===== src/rtl/mul8_err_window_if.sv =====
// Bundles the sample stream, the window-result stream and the clear
// control of mul8_err_window.
//
// Valid/ready: a transfer happens on the rising clk edge where the
// sender's valid and the receiver's ready are both 1. A sender holds
// valid and data stable until that edge. in_ready is registered and
// has no combinational path from in_valid or out_ready.
//
// Modports:
//   master - producer/consumer side: drives clear, in_valid, approx_p,
//            exact_p and out_ready; observes the rest.
//   slave  - the statistics block itself.
interface mul8_err_window_if #(
    parameter int WIDTH  = 16,
    parameter int LOG2_N = 8
);
    logic                    clear;
    logic                    in_valid;
    logic                    in_ready;
    logic [WIDTH-1:0]        approx_p;
    logic [WIDTH-1:0]        exact_p;
    logic                    out_valid;
    logic                    out_ready;
    logic [WIDTH+LOG2_N-1:0] err_sum;
    logic [WIDTH-1:0]        err_mae;
    logic [WIDTH-1:0]        err_max;
    logic [LOG2_N:0]         err_cnt;

    modport master (
        output clear, in_valid, approx_p, exact_p, out_ready,
        input  in_ready, out_valid, err_sum, err_mae, err_max, err_cnt
    );

    modport slave (
        input  clear, in_valid, approx_p, exact_p, out_ready,
        output in_ready, out_valid, err_sum, err_mae, err_max, err_cnt
    );
endinterface


===== src/rtl/mul8_err_window.sv =====
// Streaming error statistics for an approximate multiplier. Each sample
// pairs an approximate product with the exact product of the same
// operands; over a window of 2^LOG2_N samples the block reports the sum,
// mean (sum >> LOG2_N) and maximum of |approx - exact| plus the number
// of samples with a nonzero error.
//
// Ports:
//   clk     - rising-edge clock
//   rst_n   - asynchronous active-low reset
//   bus     - sample in / window result out / clear (slave modport)
//   state_o - current FSM state (0 ACCUM, 1 DRAIN, 2 DONE)
module mul8_err_window #(
    parameter int WIDTH  = 16,
    parameter int LOG2_N = 8
) (
    input  logic                clk,
    input  logic                rst_n,
    mul8_err_window_if.slave    bus,
    output logic [1:0]          state_o
);
    localparam int SUM_W = WIDTH + LOG2_N;
    localparam int CNT_W = LOG2_N + 1;
    localparam logic [CNT_W-1:0] LAST_IDX = CNT_W'((2 ** LOG2_N) - 1);

    typedef enum logic [1:0] {
        ST_ACCUM = 2'd0,
        ST_DRAIN = 2'd1,
        ST_DONE  = 2'd2
    } state_t;

    state_t             state_q;
    logic [CNT_W-1:0]   smp_cnt_q;   // samples accepted in this window
    logic               in_ready_q;
    logic               out_valid_q;
    logic               s1_v_q;
    logic [WIDTH-1:0]   s1_err_q;
    logic [SUM_W-1:0]   sum_q;
    logic [WIDTH-1:0]   max_q;
    logic [CNT_W-1:0]   ecnt_q;

    logic [WIDTH-1:0]   err_d;
    logic               accept;

    // Unsigned magnitude of the difference; either operand may be larger.
    always_comb begin
        err_d = '0;
        if (bus.approx_p >= bus.exact_p) begin
            err_d = bus.approx_p - bus.exact_p;
        end else begin
            err_d = bus.exact_p - bus.approx_p;
        end
    end

    assign accept = bus.in_valid && in_ready_q;

    always_ff @(posedge clk or negedge rst_n) begin
        if (!rst_n) begin
            state_q     <= ST_ACCUM;
            smp_cnt_q   <= '0;
            in_ready_q  <= 1'b0;
            out_valid_q <= 1'b0;
            s1_v_q      <= 1'b0;
            s1_err_q    <= '0;
            sum_q       <= '0;
            max_q       <= '0;
            ecnt_q      <= '0;
        end else if (bus.clear) begin
            // Abort: a sample offered alongside clear is not taken and the
            // sample sitting in stage 1 is discarded.
            state_q     <= ST_ACCUM;
            smp_cnt_q   <= '0;
            in_ready_q  <= 1'b1;
            out_valid_q <= 1'b0;
            s1_v_q      <= 1'b0;
            s1_err_q    <= '0;
            sum_q       <= '0;
            max_q       <= '0;
            ecnt_q      <= '0;
        end else begin
            // Stage 1: capture the error of an accepted sample.
            s1_v_q <= accept;
            if (accept) begin
                s1_err_q <= err_d;
            end

            // Stage 2: fold the stage-1 error into the window statistics.
            if (s1_v_q) begin
                sum_q  <= sum_q + {{LOG2_N{1'b0}}, s1_err_q};
                if (s1_err_q > max_q) begin
                    max_q <= s1_err_q;
                end
                ecnt_q <= ecnt_q + {{(CNT_W-1){1'b0}}, (s1_err_q != '0)};
            end

            case (state_q)
                ST_ACCUM: begin
                    // in_ready is 0 here only in the first cycle after reset.
                    in_ready_q <= 1'b1;
                    if (accept) begin
                        smp_cnt_q <= smp_cnt_q + CNT_W'(1);
                        if (smp_cnt_q == LAST_IDX) begin
                            in_ready_q <= 1'b0;
                            state_q    <= ST_DRAIN;
                        end
                    end
                end
                ST_DRAIN: begin
                    // Stage 2 absorbs the window's last sample on this edge.
                    state_q <= ST_DONE;
                end
                ST_DONE: begin
                    // out_valid is raised one edge after entering DONE so the
                    // result appears two edges after the last accept.
                    if (!out_valid_q) begin
                        out_valid_q <= 1'b1;
                    end else if (bus.out_ready) begin
                        out_valid_q <= 1'b0;
                        in_ready_q  <= 1'b1;
                        state_q     <= ST_ACCUM;
                        smp_cnt_q   <= '0;
                        sum_q       <= '0;
                        max_q       <= '0;
                        ecnt_q      <= '0;
                    end
                end
                default: begin
                    state_q <= ST_ACCUM;
                end
            endcase
        end
    end

    assign bus.in_ready  = in_ready_q;
    assign bus.out_valid = out_valid_q;
    assign bus.err_sum   = sum_q;
    assign bus.err_mae   = sum_q[SUM_W-1:LOG2_N];
    assign bus.err_max   = max_q;
    assign bus.err_cnt   = ecnt_q;
    assign state_o       = state_q;
endmodule


===== src/flat_wrapper.sv =====
// flat-port wrapper written by rule: the top's interface ports become plain ports
module mul8_err_window_flat 
#(
    parameter int WIDTH  = 16,
    parameter int LOG2_N = 8
)
  (clk, rst_n, state_o, bus_clear, bus_in_valid, bus_approx_p, bus_exact_p, bus_out_ready, bus_in_ready, bus_out_valid, bus_err_sum, bus_err_mae, bus_err_max, bus_err_cnt);
  mul8_err_window_if #(.WIDTH(WIDTH), .LOG2_N(LOG2_N)) bus_i ();
  input  logic clk;
  input  logic rst_n;
  output logic [1:0] state_o;
  input wire logic [$bits(bus_i.clear)-1:0] bus_clear;
  input wire logic [$bits(bus_i.in_valid)-1:0] bus_in_valid;
  input wire logic [$bits(bus_i.approx_p)-1:0] bus_approx_p;
  input wire logic [$bits(bus_i.exact_p)-1:0] bus_exact_p;
  input wire logic [$bits(bus_i.out_ready)-1:0] bus_out_ready;
  output wire logic [$bits(bus_i.in_ready)-1:0] bus_in_ready;
  output wire logic [$bits(bus_i.out_valid)-1:0] bus_out_valid;
  output wire logic [$bits(bus_i.err_sum)-1:0] bus_err_sum;
  output wire logic [$bits(bus_i.err_mae)-1:0] bus_err_mae;
  output wire logic [$bits(bus_i.err_max)-1:0] bus_err_max;
  output wire logic [$bits(bus_i.err_cnt)-1:0] bus_err_cnt;
  assign bus_i.clear = bus_clear;
  assign bus_i.in_valid = bus_in_valid;
  assign bus_i.approx_p = bus_approx_p;
  assign bus_i.exact_p = bus_exact_p;
  assign bus_i.out_ready = bus_out_ready;
  assign bus_in_ready = bus_i.in_ready;
  assign bus_out_valid = bus_i.out_valid;
  assign bus_err_sum = bus_i.err_sum;
  assign bus_err_mae = bus_i.err_mae;
  assign bus_err_max = bus_i.err_max;
  assign bus_err_cnt = bus_i.err_cnt;
  mul8_err_window #(.WIDTH(WIDTH), .LOG2_N(LOG2_N)) u_core (.clk(clk), .rst_n(rst_n), .bus(bus_i), .state_o(state_o));
endmodule

===== config.mk =====
export PLATFORM = sky130hd
export DESIGN_NAME = mul8_err_window_flat
export DESIGN_NICKNAME = d
export VERILOG_FILES = /design/src/rtl/mul8_err_window_if.sv /design/src/rtl/mul8_err_window.sv /design/src/flat_wrapper.sv
export SDC_FILE = /design/constraint.sdc
export NUM_CORES = 1
export LEC_CHECK = 0
export ABC_AREA = 1
export CORE_ASPECT_RATIO = 1.1
export CORE_MARGIN = 2
export CORE_UTILIZATION = 59
export CTS_CLUSTER_DIAMETER = 60
export CTS_CLUSTER_SIZE = 30
export DETAILED_ROUTE_END_ITERATION = 8
export MAX_ROUTING_LAYER = met4
export PLACE_DENSITY = 0.93
export SLEW_MARGIN = 10
export SYNTH_ARGS = -nofsm -noshare
export SYNTH_HDL_FRONTEND = slang
export SYNTH_SLANG_ARGS = --single-unit
export TNS_END_PERCENT = 10

===== constraint.sdc =====
create_clock -name clk -period 5.85 [get_ports clk]
set_input_delay 1.17 -clock clk [delete_from_list [all_inputs] [get_ports clk]]
set_output_delay 1.17 -clock clk [all_outputs]
set_load 0.01 [all_outputs]

### After elaboration in Yosys (flattened, before gate mapping)

Index checks and enable logic that the tools add are counted.

| cells by class | value |
|---|---|
| add/subtract/negate cells | 5 |
| multiply operators | 0 |
| div/mod/pow operators | 0 |
| $lt $le $gt $ge | 2 |
| equal/unequal tests | 7 |
| shift operators | 0 |
| multiplexer cells | 41 |
| bitwise gates (word level) | 0 |
| reduce and logical (&&, ||, !) cells | 9 |

Operators by type and width:

| kind | number |
|---|---|
| 16-bit two-way mux | 9 |
| 24-bit two-way mux | 5 |
| 9-bit two-way mux | 9 |
| 16-bit subtractor | 2 |
| 24-bit by 16-bit adder with 24-bit output | 1 |
| 9-bit case mux with 2 select lines | 1 |
| 16-bit greater-or-equal comparator | 1 |
| 16-bit > comparator | 1 |
| 16-bit nonzero test | 1 |
| 1-bit two-way mux | 10 |
| 2-bit two-way mux | 5 |
| 9-bit by 1-bit adder with 9-bit output | 1 |
| 9-bit by 1-bit adder with 9-bit output, second input constant | 1 |
| 9-bit by 8-bit equality test with 1-bit output, second input constant | 1 |
| 3-bit by 2-bit != test with 1-bit output, second input constant | 3 |
| 4-bit AND reduction | 2 |
| 2-bit case mux with 3 select lines | 1 |
| 2-bit nonzero test | 2 |
| 3-bit != test, second input constant | 1 |
| 3-bit AND reduction | 1 |
| 3-bit nonzero test | 1 |
| 2-bit by 1-bit equality test with 1-bit output, second input constant | 1 |
| 2-bit equality test, second input constant | 1 |
| 2-bit zero test | 1 |
| other kinds (2) | 2 |

| storage, ports and cells | value |
|---|---|
| flip-flop bits (word level) | 79 |
| latch bits | 0 |
| bits in writable memories | 0 |
| bits in read-only memories | 0 |
| input bits | 37 |
| output and inout port bits | 69 |
| memories kept | 0 |

### Longest topological paths before layout

| logic depth | value |
|---|---|
| depth in word-level cells | 7 |
| mapped depth | 16 |
| gate-level depth less buffers | 15 |

### Least setup slack after synthesis

No wires, ideal clock.

| path | value |
|---|---|
| path type | input port to flip-flop |
| start | input port bus_approx_p[0] |
| end | register u_core.s1_err_q[6] |
| data arrival time | 2.649 ns |
| required time | 5.718 ns |
| slack | 3.069 ns |
| cell stages on the path | 13 |
| buffers on the path | 1 |
| cell sequence | inv_1 -> ha_1 -> inv_1 -> fa_1 -> nand3_1 -> nand3_1 -> nand2_1 -> nand3_2 -> a21oi_2 -> buf_6 -> nand2_1 -> nand3_1 -> o21ai_1 |

| between the ends | value |
|---|---|
| longest elaborated chain between the ends | 4 |
| elaborated cells on any way between the ends | 6 |
| classes of those cells | 2 x add/sub; 1 x order compare; 3 x mux |

RTL lines:

| element | RTL line | RTL |
|---|---|---|
| start: declaration | flat_wrapper.sv:14 | `input wire logic [$bits(bus_i.approx_p)-1:0] bus_approx_p;` |
| 16-bit subtractor (tied with other cells) | mul8_err_window.sv:50 | `err_d = bus.exact_p - bus.approx_p;` |
| 16-bit two-way mux (*) | mul8_err_window.sv:47 | `if (bus.approx_p >= bus.exact_p) begin` |
| 16-bit two-way mux (*) | mul8_err_window.sv:82 | `if (accept) begin` |
| 16-bit two-way mux (*) | mul8_err_window.sv:67 | `end else if (bus.clear) begin` |
| end signal: assignment | mul8_err_window.sv:83 | `s1_err_q <= err_d;` |
| end: declaration | mul8_err_window.sv:36 | `logic [WIDTH-1:0] s1_err_q;` |

Every way passes the cells marked *; elsewhere a longest branch is shown, timed or not. The select of a mux whose other input is x is not followed.
A chain may end at the register's enable or synchronous reset.

### Worst setup path after layout

| path | value |
|---|---|
| start | input port bus_clear |
| end | register u_core.sum_q[8], in the netlist u_core.bus.err_sum[8] |

| between the ends | value |
|---|---|
| longest elaborated chain between the ends | 1 |

RTL lines:

| element | RTL line | RTL |
|---|---|---|
| start: declaration | flat_wrapper.sv:12 | `input wire logic [$bits(bus_i.clear)-1:0] bus_clear;` |
| 24-bit two-way mux | mul8_err_window.sv:67 |  |
| end signal: assignment | mul8_err_window.sv:88 | `sum_q <= sum_q + {{LOG2_N{1'b0}}, s1_err_q};` |
| end: declaration | mul8_err_window.sv:37 | `logic [SUM_W-1:0] sum_q;` |

No other way between the ends.

==> summary.md <==
| Metric | Value |
|---|---|
| Post-synth EDFFs | `0` |
| Post-synth top area share | `27.9%` |
| Core Area | `11,600 um2` |
| Global routing's busiest layer | `met2` |
| Unrepaired setup endpoints after global routing | `false` |
| Fin Setup TNS | `0 ps` |
| Worst setup EP type | `flop` |
| Setup Skew | `4.87 ps` |
| Largest cells by area after synthesis | `dfrtp_1 28%, nand2_1 17%, ha_1 12%, inv_1 9.0%, nor2_1 6.4%` |
| Int Power | `0.00133 W` |
| Max FO, Critical Path | `36` |
| Number of global-route vias before repair | `6,953` |
| Gr ovfl total | `0` |
| DIE AREA | `12,900 um2` |
| CTS tree | `yes` |
| Largest net degree at the start of global routing | `80` |
| Synthesis Warnings | `0` |
| Count leader, synth | `nand2_1` |
| CTS clk-pin slew, worst paths | `60 ps` |
| Crit path launch type | `input pin` |
| Share of flip-flops with an asynchronous set or reset | `100%` |
| First-pass GRT wire length | `31.3 mm` |
| Mapped cell area | `7080 um2` |
| Psw | `0.000800 W` |
| Diode count | `0` |
| Worst hold path type | `flop to flop` |
| Pleak | `4.48 nW` |
| Clock sink count | `79` |
| Slew Limit Fails | `0` |
| Initial antenna violation count | `0` |
| Cells after DPL | `1,309` |
| Relative slew slack | `33.6%` |
| Worst slew pin tran | `997 ps` |
| Mean Syn Cell Area | `6.51 um2` |
| Clk_lat worst skew | `350 ps` |
| Peak supply drop | `0.192 mV` |
| Drc violations | `0` |
| Routed wire per std cell | `14.0 um` |
| Met2 Use GR | `53.9%` |
| Syn nets | `1,194` |
| Fill cells | `972` |
| Htree depth | `3` |
| Die H | `119 um` |
| Cell count after synthesis | `1,087` |
| Max cap viols | `0` |
| Root Driver | `clkbuf_16` |
| Hold slack | `516 ps` |
| Tcrit/Tclk final | `63.6%` |
| CP max-delay cell | `nor2_2` |
| DP Area | `8090 um2` |
| Fmax | `269 MHz` |
| Net count, final | `1,277` |
| Netlist cell types | `42` |
| Port Buffers | `105` |
| Most frequent CP cell | `inv_2` |
| Post-CTS setup buffer count | `0` |
| Antenna Nets Post-Route | `0` |
| Gate power share | `39.2%` |
| Die W | `108 um` |
| Min cycle time layout | `3720 ps` |
| Top FF cell, synth | `dfrtp_1` |
| Detailed Route Iter0 Violations | `519` |
| Sw Ratio | `37.5%` |
| Worst reg-to-reg setup slack | `3150 ps` |
| Layout Area Growth over Synthesis | `18.8%` |
| Rows | `41` |
| Initial core utilization | `61.1%` |
| Cells along the critical path | `clkdlybuf4s50_1 -> inv_2 -> nand2_1 -> nand2_2 -> nor2_4 -> inv_2 -> nor2_2 -> inv_2 -> o211ai_1 -> inv_1` |
| CTS resizes | `0` |
| Max clock buf depth | `2` |
| P per Cell Area | `254 nW/um2` |
| Final hold violation count | `0` |
| Area leader, netlist | `dfrtp_1` |
| Top-Level Pins | `106` |
| Clock share of power | `28.4%` |
| Via/cell ratio | `5.44` |
| Final setup fails | `0` |
| Reg power frac | `32.4%` |
| Hold Buf Count CTS | `0` |
| CTS buffer count | `9` |
| #FFs+latches synth | `79` |
| Tot Pwr | `0.00213 W` |
| Layout Cells excl Fill | `1,325` |
| Status | `finished clean` |
| Total number of vias | `7,202` |
| Grt met3 use | `4.00%` |
| DP Wirelength | `14.5 mm` |
| Share of layout cells above drive strength 1 | `4.17%` |
| GRT Total Usage | `30.9%` |
| Total Wirelength | `18.6 mm` |
| Routability Congestion | `0.979` |
| Seq/Total Area, Yosys | `27.9%` |
| Slowest stage delay, CP | `690 ps` |
| Crit Path Class | `input pin to flop` |
| CP arrival | `3950 ps` |
| First drt pass iteration count | `6` |
| Most frequent cells after synthesis | `318 x nand2_1, 170 x inv_1, 121 x nor2_1` |
| Required time worst endpoint | `6080 ps` |
| Met1 Use GR | `34.7%` |
| Cell area after layout | `8410 um2` |
==> final timing paths <==
kind | startpoint | to | depth (start not counted)
setup / recovery | bus_clear | u_core.bus.err_sum[8]$_DFF_PN0_ | 10
hold reg to reg | u_core.bus.out_valid$_DFFE_PN0P_ | u_core.bus.out_valid$_DFFE_PN0P_ | 2
max in group asynchronous | rst_n | u_core.bus.err_sum[2]$_DFF_PN0_ | 1
hold / removal | u_core.bus.out_valid$_DFFE_PN0P_ | u_core.bus.out_valid$_DFFE_PN0P_ | 2
min in group asynchronous | rst_n | u_core.bus.err_sum[3]$_DFF_PN0_ | 1
setup reg to reg | u_core.state_o[0]$_DFFE_PN0P_ | u_core.bus.err_sum[8]$_DFF_PN0_ | 11
==> power groups by stage <==
stage          registers, W  clock network [W]  logic (W)
2_1_floorplan      0.000696                  0   0.000535
3_3_place_gp       0.000696                  0   0.000792
3_5_place_dp       0.000699                  0   0.000818
4_1_cts            0.000690           0.000612   0.000832
5_1_grt            0.000699           0.000633   0.000943
6_report           0.000692           0.000607   0.000836
==> worst max-delay path: cells and delay by family <==
kind / cells / cell delay (ps)
compound gates: 1 / 270
buf+inv: 5 / 1370
simple gates: 4 / 1130
==> per-layer routing <==
metal	share of wire [%]	wire length, um
met5	0	0
met4	3.8	698
met3	5.5	1020
met2	52	9700
met1	39	7160
==> logic make-up after synthesis <==
kind of cell / Yosys count / share of synthesized area (%)
flops: 79 / 27.9
fa+ha+maj: 70 / 12.7
buf+inv: 213 / 12.9
xor+xnor: 17 / 2.10
compound gates: 125 / 9.52
simple gates: 583 / 34.9
==> stage by stage <==
| stage | utilization (%) | setup WS, ps |
|---|---|---|
| 6_report | 72.5 | 2130 |
| 3_5_place_dp | 69.8 | 1810 |
| 3_3_place_gp | 69.8 | 1920 |
| 2_1_floorplan | - | 3070 |
| 5_1_grt | 72.5 | 1920 |
| 4_1_cts | 72.5 | 2190 |
==> final cells by class <==
cell class	instances	area, um2	area share, %
clock buffers	10	229	2.72
multi-input cells	795	4190	49.8
flip-flops and latches	79	1980	23.5
inverters	178	668	7.95
well taps	150	188	2.23
clock inverters	6	92.6	1.10
repair buffers	107	1060	12.6
==> state kept, by name (all words and copies together) (netlist names) <==
register              count
u_core.s1_err_q          16
u_core.bus.err_max       16
u_core.bus.out_valid      1
u_core.bus.in_ready       1
u_core.state_o            2
u_core.s1_v_q             1
u_core.smp_cnt_q          9
u_core.bus.err_sum       24
u_core.bus.err_cnt        9
==> layout by cell type, fill, tap and decap left out, drive strengths merged, types with 7 or more instances in the layout <==
cell type / instances
nand2: 324
inv: 179
nor2: 125
clkdlybuf4s50: 104
nand3: 83
dfrtp: 79
ha: 67
a21oi: 64
o21ai: 44
nand4: 20
nor3: 16
xor2: 14
clkbuf: 10
o211ai: 7
No activity file was read; power rests on OpenSTA's default activity.
